===== src/rtl/twos_comp_to_signmag.sv =====
// Two's-complement to sign-magnitude converter; magnitude recovered LSB-first by copy-until-first-one-then-invert.
// Latency 1 cycle for non-negative words, WIDTH+1 for negative; one word in flight, result held until out_ready.
module twos_comp_to_signmag #(
    parameter int WIDTH = 4
) (
    input  logic             clk,
    input  logic             rst_n,
    input  logic             in_valid,
    output logic             in_ready,
    input  logic [WIDTH-1:0] in_data,
    output logic             out_valid,
    input  logic             out_ready,
    output logic             out_sign,
    output logic [WIDTH-1:0] out_mag,
    output logic             out_min
);

    localparam int CW = (WIDTH > 2) ? $clog2(WIDTH) : 1;
    localparam logic [WIDTH-1:0] MIN_VAL = {1'b1, {(WIDTH-1){1'b0}}};

    typedef enum logic [1:0] {
        IDLE  = 2'd0,
        SHIFT = 2'd1,
        DONE  = 2'd2
    } state_t;

    state_t           state_q, state_d;
    logic [WIDTH-1:0] sreg_q, sreg_d;
    logic [CW-1:0]    cnt_q, cnt_d;
    logic             found_q, found_d;
    logic             sign_q, sign_d;
    logic [WIDTH-1:0] mag_q, mag_d;
    logic             min_q, min_d;

    logic accept;
    logic last_bit;
    logic res_bit;

    assign accept   = in_valid && (state_q == IDLE);
    assign last_bit = (cnt_q == CW'(WIDTH-1));
    // Bits up to and including the first 1 pass through; everything above it is inverted.
    assign res_bit  = found_q ? ~sreg_q[0] : sreg_q[0];

    always_ff @(posedge clk or negedge rst_n) begin
        if (!rst_n) begin
            state_q <= IDLE;
            sreg_q  <= '0;
            cnt_q   <= '0;
            found_q <= 1'b0;
            sign_q  <= 1'b0;
            mag_q   <= '0;
            min_q   <= 1'b0;
        end else begin
            state_q <= state_d;
            sreg_q  <= sreg_d;
            cnt_q   <= cnt_d;
            found_q <= found_d;
            sign_q  <= sign_d;
            mag_q   <= mag_d;
            min_q   <= min_d;
        end
    end

    always_comb begin
        state_d = state_q;
        case (state_q)
            IDLE:    if (accept) state_d = in_data[WIDTH-1] ? SHIFT : DONE;
            SHIFT:   if (last_bit) state_d = DONE;
            DONE:    if (out_ready) state_d = IDLE;
            default: state_d = IDLE;
        endcase
    end

    always_comb begin
        in_ready  = (state_q == IDLE);
        out_valid = (state_q == DONE);
    end

    always_comb begin
        sreg_d  = sreg_q;
        cnt_d   = cnt_q;
        found_d = found_q;
        sign_d  = sign_q;
        mag_d   = mag_q;
        min_d   = min_q;
        case (state_q)
            IDLE: begin
                if (accept) begin
                    sreg_d  = in_data;
                    sign_d  = in_data[WIDTH-1];
                    min_d   = (in_data == MIN_VAL);
                    cnt_d   = '0;
                    found_d = 1'b0;
                    mag_d   = in_data[WIDTH-1] ? '0 : in_data;
                end
            end
            SHIFT: begin
                mag_d   = {res_bit, mag_q[WIDTH-1:1]};
                found_d = found_q | sreg_q[0];
                sreg_d  = sreg_q >> 1;
                cnt_d   = cnt_q + CW'(1);
            end
            default: ;
        endcase
    end

    assign out_sign = sign_q;
    assign out_mag  = mag_q;
    assign out_min  = min_q;

endmodule


===== config.mk =====
export PLATFORM = sky130hd
export DESIGN_NAME = twos_comp_to_signmag
export DESIGN_NICKNAME = d
export VERILOG_FILES = /design/src/rtl/twos_comp_to_signmag.sv
export SDC_FILE = /design/constraint.sdc
export NUM_CORES = 1
export LEC_CHECK = 0
export BUFFER_PORTS_ARGS = -buffer_cell sky130_fd_sc_hd__buf_4
export CAP_MARGIN = 10
export CORE_AREA = 2 2 56 42
export CTS_BUF_LIST = sky130_fd_sc_hd__clkbuf_4
export CTS_CLUSTER_SIZE = 16
export DETAILED_ROUTE_END_ITERATION = 16
export DIE_AREA = 0 0 58 44
export SLEW_MARGIN = 20
export SYNTH_ARGS = -nofsm -noshare
export SYNTH_HDL_FRONTEND = slang
export SYNTH_SLANG_ARGS = --single-unit

===== constraint.sdc =====
create_clock -name clk -period 3.4 [get_ports clk]
set_input_delay 0.17 -clock clk [delete_from_list [all_inputs] [get_ports clk]]
set_output_delay 0.17 -clock clk [all_outputs]
set_load 0.005 [all_outputs]

==> run_results.csv, run 1 <==
group,metric,value,unit
synth,ys_seq_area_frac,0.483,
critical_path,worstPathArrival,1.80,ns
synth,syn-cell-area,777,µm²
die,ios,16,
synth,synth_cells,75,
critical_path,cp_cell_sequence,"nor2b_1, a22oi_1, o21ai_1",
place,dpl.hpwl,1170,µm
layout,antenna_cells,0,
synth,ys_types,22,
critical_path,crit_path_start_kind,"flop",
clock_tree,cts_sinks,15,
clock_tree,clk-insertion-delay-late,0.28,ns
global_routing,grt_pass1_wl,2960,µm
layout,area_growth,20.0,%
sta,setup_violations,0,
synth,synth_seq_cells,15,
synth,yosysWarnings,0,
global_routing,use_met1,0.212,
sta,worst_pin_slew,0.564,ns
route,drcViolationCount,0,
clock_tree,cts.clk_slew.worst_paths,0.09,ns
synth,postSynthAreaPerCell,10.4,µm²
critical_path,crit_type,"flop to flop",
clock_tree,cts_htree_levels,1,
layout,final_cell_mix,"15 x dfrtp_1, 15 x buf_4, 10 x o21ai_1",
global_routing,busiest_layer,"met2",
layout,fillers,199,
place,place_congestion,0.768,
power,worst_ir_drop_vdd,442,µV
global_routing,overflow,0,
power,power_density,821,nW/µm²
global_routing,grt_util_met3,0.0567,
critical_path,r2r_setup_slack,1.81,ns
global_routing,grt_start_max_net_pins,17,
clock_tree,clock_path_buffers,2,
place,placed_area,892,µm²
critical_path,cp_max_fo,16,
global_routing,grt.met2_usage,0.236,
critical_path,crit_path_end_kind,"flop",
status,outcome,"finished clean",
sta,min_period,1.59,ns
sta,drv_slew,0,
route,first_pass_iters,4,
run,cap_violations,0,
synth,syn_nets,85,
synth,yosysTopAreaCell,"dfrtp_1",
global_routing,antenna_found_initial,0,
critical_path,slowest_stage,"dfrtp_1",
sta,holdWs,0.161,ns
critical_path,max_stage_delay,0.71,ns
die,design.core.area,2030,µm²
route,ant_nets,0,
route,via_per_inst,5.37,
clock_tree,cts_setup_buffers,0,
die,die_area,2550,µm²
worst_hold_path,hold_path_class,"input pin to flop",
clock_tree,cts_made_buffers,3,
clock_tree,tritoncts,"yes",
layout,drive_above_1_share,0.275,
sta,max_freq,628,MHz
route,wl_per_cell,14.7,µm
sta,clock_skew,0.00295,ns
place,port_buffers,15,
critical_path,crit_required,3.61,ns
sta,relSlewSlack,0.624,
sta,tns,0,ns
global_routing,first_global_vias,616,
layout,fin_nets,102,
global_routing,grt.total_usage,0.156,
critical_path,crit_buf_inv,0,
sta,rsz0062_at_grt,"false",
die,chipHeight,44,µm
die,rows,14,
sta,finalHoldViolations,0,
route,drt_iter0_drc,15,
critical_path,path_delay_family,"flip-flops",
synth,yosysTopAreaCellShare,0.483,
route,vias,618,
power,total_power,0.766,mW
die,start_util,0.382,
layout,fin_area,932,µm²
route,routed_wirelength,1690,µm
clock_tree,root_buffer,"clkbuf_4",
power,p_leak,0.439,nW
synth,yosys-top-cells-area,"dfrtp_1 48%, o21ai_1 6.4%, a22oi_1 4.8%",
die,die_w,58,µm
sta,timing.final.crit_share,0.468,
[synthesized netlist by cell type, drive strengths merged]
cell	count
buf	4
nor2	3
ha	2
nor2b	8
o21bai	1
and3b	1
and2b	3
nor4b	1
a31oi	3
o21ai	10
mux2	3
a22oi	5
nand2b	1
inv	2
nand2	6
a21oi	5
dfrtp	15
a22o	2
[sequential cells by signal, indices dropped and copies added (netlist names)]
register  count
found_q       1
sreg_q        4
state_q       2
out_sign      1
out_mag       4
cnt_q         2
out_min       1
[power breakdown]
part | switching [mW] | internal (mW)
clock | 0.0552 | 0.0535
combinational | 0.133 | 0.174
sequential | 0.0972 | 0.252
[stage by stage]
| stage | std cells | worst slack (ns) | util |
|---|---|---|---|
| global placement | 110 | 1.93 | 0.439 |
| floorplan | 75 | 2.24 | - |
| global route | 115 | 1.68 | 0.459 |
| CTS | 115 | 1.85 | 0.459 |
| detailed placement | 110 | 1.87 | 0.439 |
| finish | 115 | 1.81 | 0.459 |
[repair_timing]
action                                  4_1_cts  5_1_grt
endpoints found under the hold margin        15        0
endpoints found under the setup margin        0        0
hold buffers                                  1        0
gates resized for setup                       0        0
[worst paths after layout]
| check | from | to | cells past startpoint |
|---|---|---|---|
| max in group asynchronous | rst_n | out_min$_DFFE_PN0P_ | 2 |
| worst min-delay path | in_data[3] | out_sign$_DFFE_PN0P_ | 2 |
| worst max-delay path | state_q[0]$_DFFE_PN0P_ | sreg_q[2]$_DFFE_PN0P_ | 3 |
| worst max register to register | state_q[0]$_DFFE_PN0P_ | sreg_q[2]$_DFFE_PN0P_ | 3 |
| worst min register to register | cnt_q[0]$_DFFE_PN0P_ | cnt_q[0]$_DFFE_PN0P_ | 1 |
| min in group asynchronous | rst_n | found_q$_DFFE_PN0P_ | 2 |
[cells by family after synthesis]
logic type / share of synthesized area
fa+ha+maj: 0.0322
buf+inv: 0.0451
flops: 0.483
compound gates: 0.206
mux: 0.0531
simple gates: 0.180
[cell type report]
| class | instances | area (µm²) | share of cell area |
|---|---|---|---|
| clock buffers | 4 | 30.0 | 0.0322 |
| multi-input cells | 54 | 367 | 0.393 |
| flip-flops and latches | 15 | 375 | 0.403 |
| well taps | 24 | 30.0 | 0.0322 |
| repair buffers | 16 | 123 | 0.132 |
| inverters | 2 | 7.51 | 0.00805 |
[layer usage]
layer / vias to the layer above / wire length, µm
met5: - / 0
met4: 0 / 17
met3: 4 / 97
met2: 20 / 729
met1: 297 / 845
li1: 297 / -
No activity file was read; power rests on OpenSTA's default activity.
==> inputs of run 2 (changes only) <==
Settings changed: ABC_AREA set to 1.
Clock period 3.4 ns to 1.4 ns, I/O delays scaled along.
==> run 2 against run 1 <==
Routed wire length shrank 6.2%. Area after synthesis shrank 0.48%. Flip-flop and latch count is the same. Global-route usage shrank 0.36 points.
==> run_results.csv, run 2 <==
group,metric,value,unit
critical_path,crit_path_start_kind,"flop",
die,start_util,0.381,
synth,async_flop_share,1.00,
place,dpl.hpwl,1180,µm
clock_tree,root_buffer,"clkbuf_4",
layout,fin_nets,130,
place,place_congestion,0.856,
status,outcome,"finished clean",
clock_tree,cts_resized,0,
run,cap_violations,0,
sta,tns,0,ns
synth,syn_nets,110,
sta,clock_skew,0.00444,ns
global_routing,first_global_vias,660,
synth,yosysTopAreaCellShare,0.485,
synth,yosysTopAreaCell,"dfrtp_1",
die,rows,14,
die,design.core.area,2030,µm²
route,routed_wirelength,1590,µm
sta,worst_pin_slew,0.433,ns
layout,drive_above_1_share,0.235,
synth,postSynthAreaPerCell,7.73,µm²
layout,fillers,204,
power,power_density,1950,nW/µm²
sta,drv_slew,0,
power,worst_ir_drop_vdd,1170,µV
layout,final_common_cell,"nand2_1",
power,p_leak,0.552,nW
synth,synth_seq_cells,15,
clock_tree,cts_setup_buffers,0,
synth,yosys-top-cells-area,"dfrtp_1 49%, nand2_1 23%, nand3_1 5.8%",
synth,yosysWarnings,0,
sta,rsz0062_at_grt,"false",
sta,min_period,1.25,ns
critical_path,crit_type,"flop to primary output",
synth,synth_cells,100,
route,first_pass_iters,4,
layout,fin_area,945,µm²
synth,synth_ff_type,"dfrtp_1",
global_routing,grt_pass1_wl,2900,µm
route,ant_nets,0,
synth,ys_seq_area_frac,0.485,
critical_path,crit_path_end_kind,"primary output",
power,total_power,1.84,mW
place,placed_area,905,µm²
layout,antenna_cells,0,
critical_path,worstPathArrival,1.18,ns
sta,timing.final.crit_share,0.896,
clock_tree,cts_htree_levels,1,
clock_tree,cts_made_buffers,3,
global_routing,grt.total_usage,0.152,
synth,synthTopCellsByCount,"48 x nand2_1, 15 x dfrtp_1, 9 x inv_1, 9 x nand3_1, 5 x nor2_1",
critical_path,cp_max_fo,9,
synth,ys_types,16,
global_routing,overflow,0,
layout,final_cell_mix,"48 x nand2_1, 15 x dfrtp_1, 15 x buf_4",
clock_tree,cts_sinks,15,
critical_path,crit_required,1.33,ns
sta,max_freq,797,MHz
synth,synth_edf_count,0,
place,port_buffers,15,
sta,finalHoldViolations,0,
route,drt_iter0_drc,20,
sta,setup_ws,0.145,ns
synth,syn-cell-area,773,µm²
layout,post-route-util,0.465,
worst_hold_path,hold_path_class,"input pin to flop",
global_routing,antenna_found_initial,0,
place,pre_cts_slack,0.182,ns
die,die_area,2550,µm²
sta,setup_violations,0,
die,die_w,58,µm
clock_tree,clock_path_buffers,2,
layout,area_growth,22.2,%
clock_tree,cts.clk_slew.worst_paths,0.09,ns
clock_tree,tritoncts,"yes",
die,chipHeight,44,µm
route,wl_per_cell,11.1,µm
route,vias,666,
sta,relSlewSlack,0.712,
route,via_per_inst,4.66,
global_routing,grt_start_max_net_pins,16,
synth,yosysMostFrequentCell,"nand2_1",
die,ios,16,
clock_tree,clk-insertion-delay-late,0.29,ns
route,drcViolationCount,0,
-- run 2: layer usage --
metal / track usage / part of all wire / up-vias
met5: 0 / 0 / -
met4: 0.0279 / 0.0069 / 0
met3: 0.0657 / 0.076 / 2
met2: 0.248 / 0.44 / 26
met1: 0.193 / 0.48 / 291
li1: - / - / 347
-- run 2: logic make-up (layout without fill, tap and decap cells) --
| kind of cell | after synthesis | after routing | synth area share |
|---|---|---|---|
| fa+ha+maj | 2 | 2 | 0.0324 |
| simple gates | 67 | 67 | 0.375 |
| buf+inv | 12 | 31 | 0.0680 |
| flops | 15 | 15 | 0.485 |
| compound gates | 4 | 4 | 0.0388 |
-- run 2: what timing repair did --
action | in CTS | in global routing
endpoints found under the hold margin | 15 | 0
hold buffers | 1 | 0
endpoints found under the setup margin | 0 | 0
-- run 2: worst paths after layout --
path                                                to  slack [ns]                    from  cells past startpoint
min in group asynchronous          out_min$_DFFE_PN0P_        0.16                   rst_n                      2
worst max-delay path                         out_valid        0.15  state_q[1]$_DFFE_PN0P_                      3
worst max register to register  out_mag[2]$_DFFE_PN0P_        0.16  state_q[0]$_DFFE_PN0P_                      5
max in group asynchronous       out_mag[3]$_DFFE_PN0P_        1.07                   rst_n                      2
worst min-delay path            state_q[1]$_DFFE_PN0P_        0.02               out_ready                      4
worst min register to register    out_sign$_DFFE_PN0P_        0.48    out_sign$_DFFE_PN0P_                      2
-- run 2: report_power, final --
part	internal [mW]	switching, mW
clock network	0.130	0.141
logic	0.336	0.464
registers	0.609	0.162
total	1.08	0.767
-- run 2: critical path: stages (launching register included) --
cell and delay, ns:
dfrtp_1 0.47, inv_2 0.14, nor2_1 0.14, buf_4 0.13
-- run 2: stage by stage --
stage / hold slack (ns) / cells
2_1_floorplan: -0.226 / 100
3_3_place_gp: -0.0633 / 138
3_5_place_dp: -0.0626 / 138
4_1_cts: 0.0205 / 143
5_1_grt: 0.0264 / 143
6_report: 0.0226 / 143
-- run 2: area by class of cell --
type                       instances  area [µm²]  area share
sequential                        15         375       0.397
multi-input combinational         73         345       0.366
timing repair buffer              16         123       0.130
inverter                          11        41.3      0.0437
clock buffer                       4        30.0      0.0318
tap                               24        30.0      0.0318
==> inputs of run 3 (changes only) <==
Settings changed: ABC_AREA 1 to unset, REMOVE_ABC_BUFFERS set to 1.
==> run 3 against run 2 <==
Via count down 6.9%. Hold slack better by 0.021 ns. First-iteration DRC count is 45% lower. Count of clock-buffer cells in the layout is 1 lower. Sequential power decreased by 1%. Sequential share of layout area shrank 0.93 points. Register-to-register slack improved by 0.10 ns. Clock power decreased by 7%. Critical endpoint unchanged.
==> run_results.csv, run 3 (synthesis gave the netlist of run 1 again) <==
group,metric,value,unit
sta,clock_skew,0.0160,ns
critical_path,slowest_stage,"dfrtp_1",
route,vias,620,
critical_path,crit_required,1.33,ns
die,start_util,0.382,
sta,drv_slew,0,
sta,rsz0062_at_grt,"false",
clock_tree,cts.clk_slew.worst_paths,0.10,ns
critical_path,crit_path_start_kind,"flop",
route,via_per_inst,5.17,
worst_hold_path,hold_depth,2,
critical_path,crit_type,"flop to primary output",
clock_tree,cts_htree_levels,1,
layout,fin_cells,120,
sta,relSlewSlack,0.825,
critical_path,worstPathArrival,1.18,ns
clock_tree,cts_made_buffers,3,
place,port_buffers,15,
clock_tree,tritoncts,"yes",
die,ios,16,
global_routing,first_global_vias,596,
clock_tree,cts_sinks,15,
layout,fin_nets,107,
critical_path,worstRegToRegCells,3,
critical_path,path_delay_family,"flip-flops",
worst_hold_path,hold_path_class,"input pin to flop",
route,drcViolationCount,0,
global_routing,overflow,0,
layout,fillers,210,
route,drt_iter0_drc,11,
critical_path,cp_common_cell,"buf_4",
critical_path,cp_max_fo,12,
layout,drive_above_1_share,0.313,
sta,tns,0,ns
sta,worst_pin_slew,0.258,ns
sta,setup_violations,0,
route,first_pass_iters,4,
critical_path,max_stage_delay,0.43,ns
die,die_w,58,µm
sta,holdWs,0.0431,ns
power,power_density,1990,nW/µm²
sta,min_period,1.25,ns
place,dpl.hpwl,1230,µm
layout,area_growth,24.5,%
route,ant_nets,0,
critical_path,crit_path_end_kind,"primary output",
die,die_area,2550,µm²
power,p_leak,0.463,nW
worst_hold_path,min_from,"in_data[3]",
die,chipHeight,44,µm
critical_path,cp_cell_sequence,"buf_4, nor2b_1, buf_4",
die,design.core.area,2030,µm²
critical_path,crit_start,"state_q[1]$_DFFE_PN0P_",
layout,final_common_cell,"buf_4",
route,routed_wirelength,1600,µm
global_routing,grt.total_usage,0.151,
place,numPlacedInstances,115,
global_routing,grt_start_max_net_pins,16,
run,cap_violations,0,
critical_path,worstReg2RegStart,"state_q[1]$_DFFE_PN0P_",
power,worst_ir_drop_vdd,1010,µV
sta,max_freq,799,MHz
sta,timing.final.crit_share,0.894,
critical_path,crit_buf_inv,2,
status,outcome,"finished clean",
clock_tree,clock_path_buffers,2,
clock_tree,cts_resized,0,
critical_path,crit_cells,3,
global_routing,grt_pass1_wl,2790,µm
clock_tree,clk-insertion-delay-late,0.29,ns
layout,antenna_cells,0,
global_routing,antenna_found_initial,0,
sta,finalHoldViolations,0,
route,wl_per_cell,13.4,µm
place,place_congestion,0.803,
die,rows,14,
clock_tree,root_buffer,"clkbuf_4",
layout,final_cell_mix,"20 x buf_4, 15 x dfrtp_1, 10 x o21ai_1",
-- run 3: cell count changes in the layout (fill, tap and decap cells not counted), sizes merged, moves of 4 or more --
cell	before	now
inv	11	2
nor2b	0	8
a22oi	0	5
nor2	7	3
o21ai	2	10
nand2	51	6
a21oi	1	5
buf	15	20
nand3	9	0
-- run 3: path summary, 6_finish.rpt --
kind | to | slack, ns
max in group asynchronous | state_q[1]$_DFFE_PN0P_ | 1.06
min in group asynchronous | out_mag[2]$_DFFE_PN0P_ | 0.15
max reg2reg | out_sign$_DFFE_PN0P_ | 0.26
min | out_sign$_DFFE_PN0P_ | 0.04
min reg2reg | cnt_q[0]$_DFFE_PN0P_ | 0.48
max | out_valid | 0.15
-- run 3: metal layers --
layer  GRT usage  routed length (µm)  vias up
li1            -                   -      311
met1       0.215                 799      293
met2       0.218                 709       16
met3      0.0627                  95        0
met4      0.0279                   0        0
met5           0                   0        -
-- run 3: where the power goes --
part           internal (mW)  total (mW)  leakage [nW]  switching [mW]
Sequential             0.615       0.764         0.192           0.149
Combinational          0.500       0.908         0.254           0.408
Clock                  0.106       0.254        0.0177           0.148
Total                   1.22        1.93         0.463           0.705
-- run 3: cell type report --
| class | count | area, µm² | area share |
|---|---|---|---|
| Clock buffer | 3 | 22.5 | 0.0233 |
| Clock inverter | 1 | 5.00 | 0.00517 |
| Inverter | 2 | 7.51 | 0.00776 |
| Tap cell | 24 | 30.0 | 0.0310 |
| Multi-Input combinational cell | 54 | 367 | 0.379 |
| Sequential cell | 15 | 375 | 0.388 |
| Timing Repair Buffer | 21 | 160 | 0.166 |
-- run 3: stage by stage --
stage                     power, mW  setup WS, ns  instance area [µm²]   util
final                          1.93         0.148                  967  0.476
after detailed placement       1.69         0.242                  930  0.458
after global routing           2.12        0.0389                  967  0.476
after floorplan                1.28         0.125                  749      -
after CTS                      1.96         0.135                  967  0.476
after global placement         1.67         0.232                  930  0.458
-- run 3: repair_timing --
action | CTS | global route
hold buffers | 1 | 0
endpoints found under the setup margin | 0 | 0
setup buffers | 0 | 0
endpoints found under the hold margin | 15 | 0
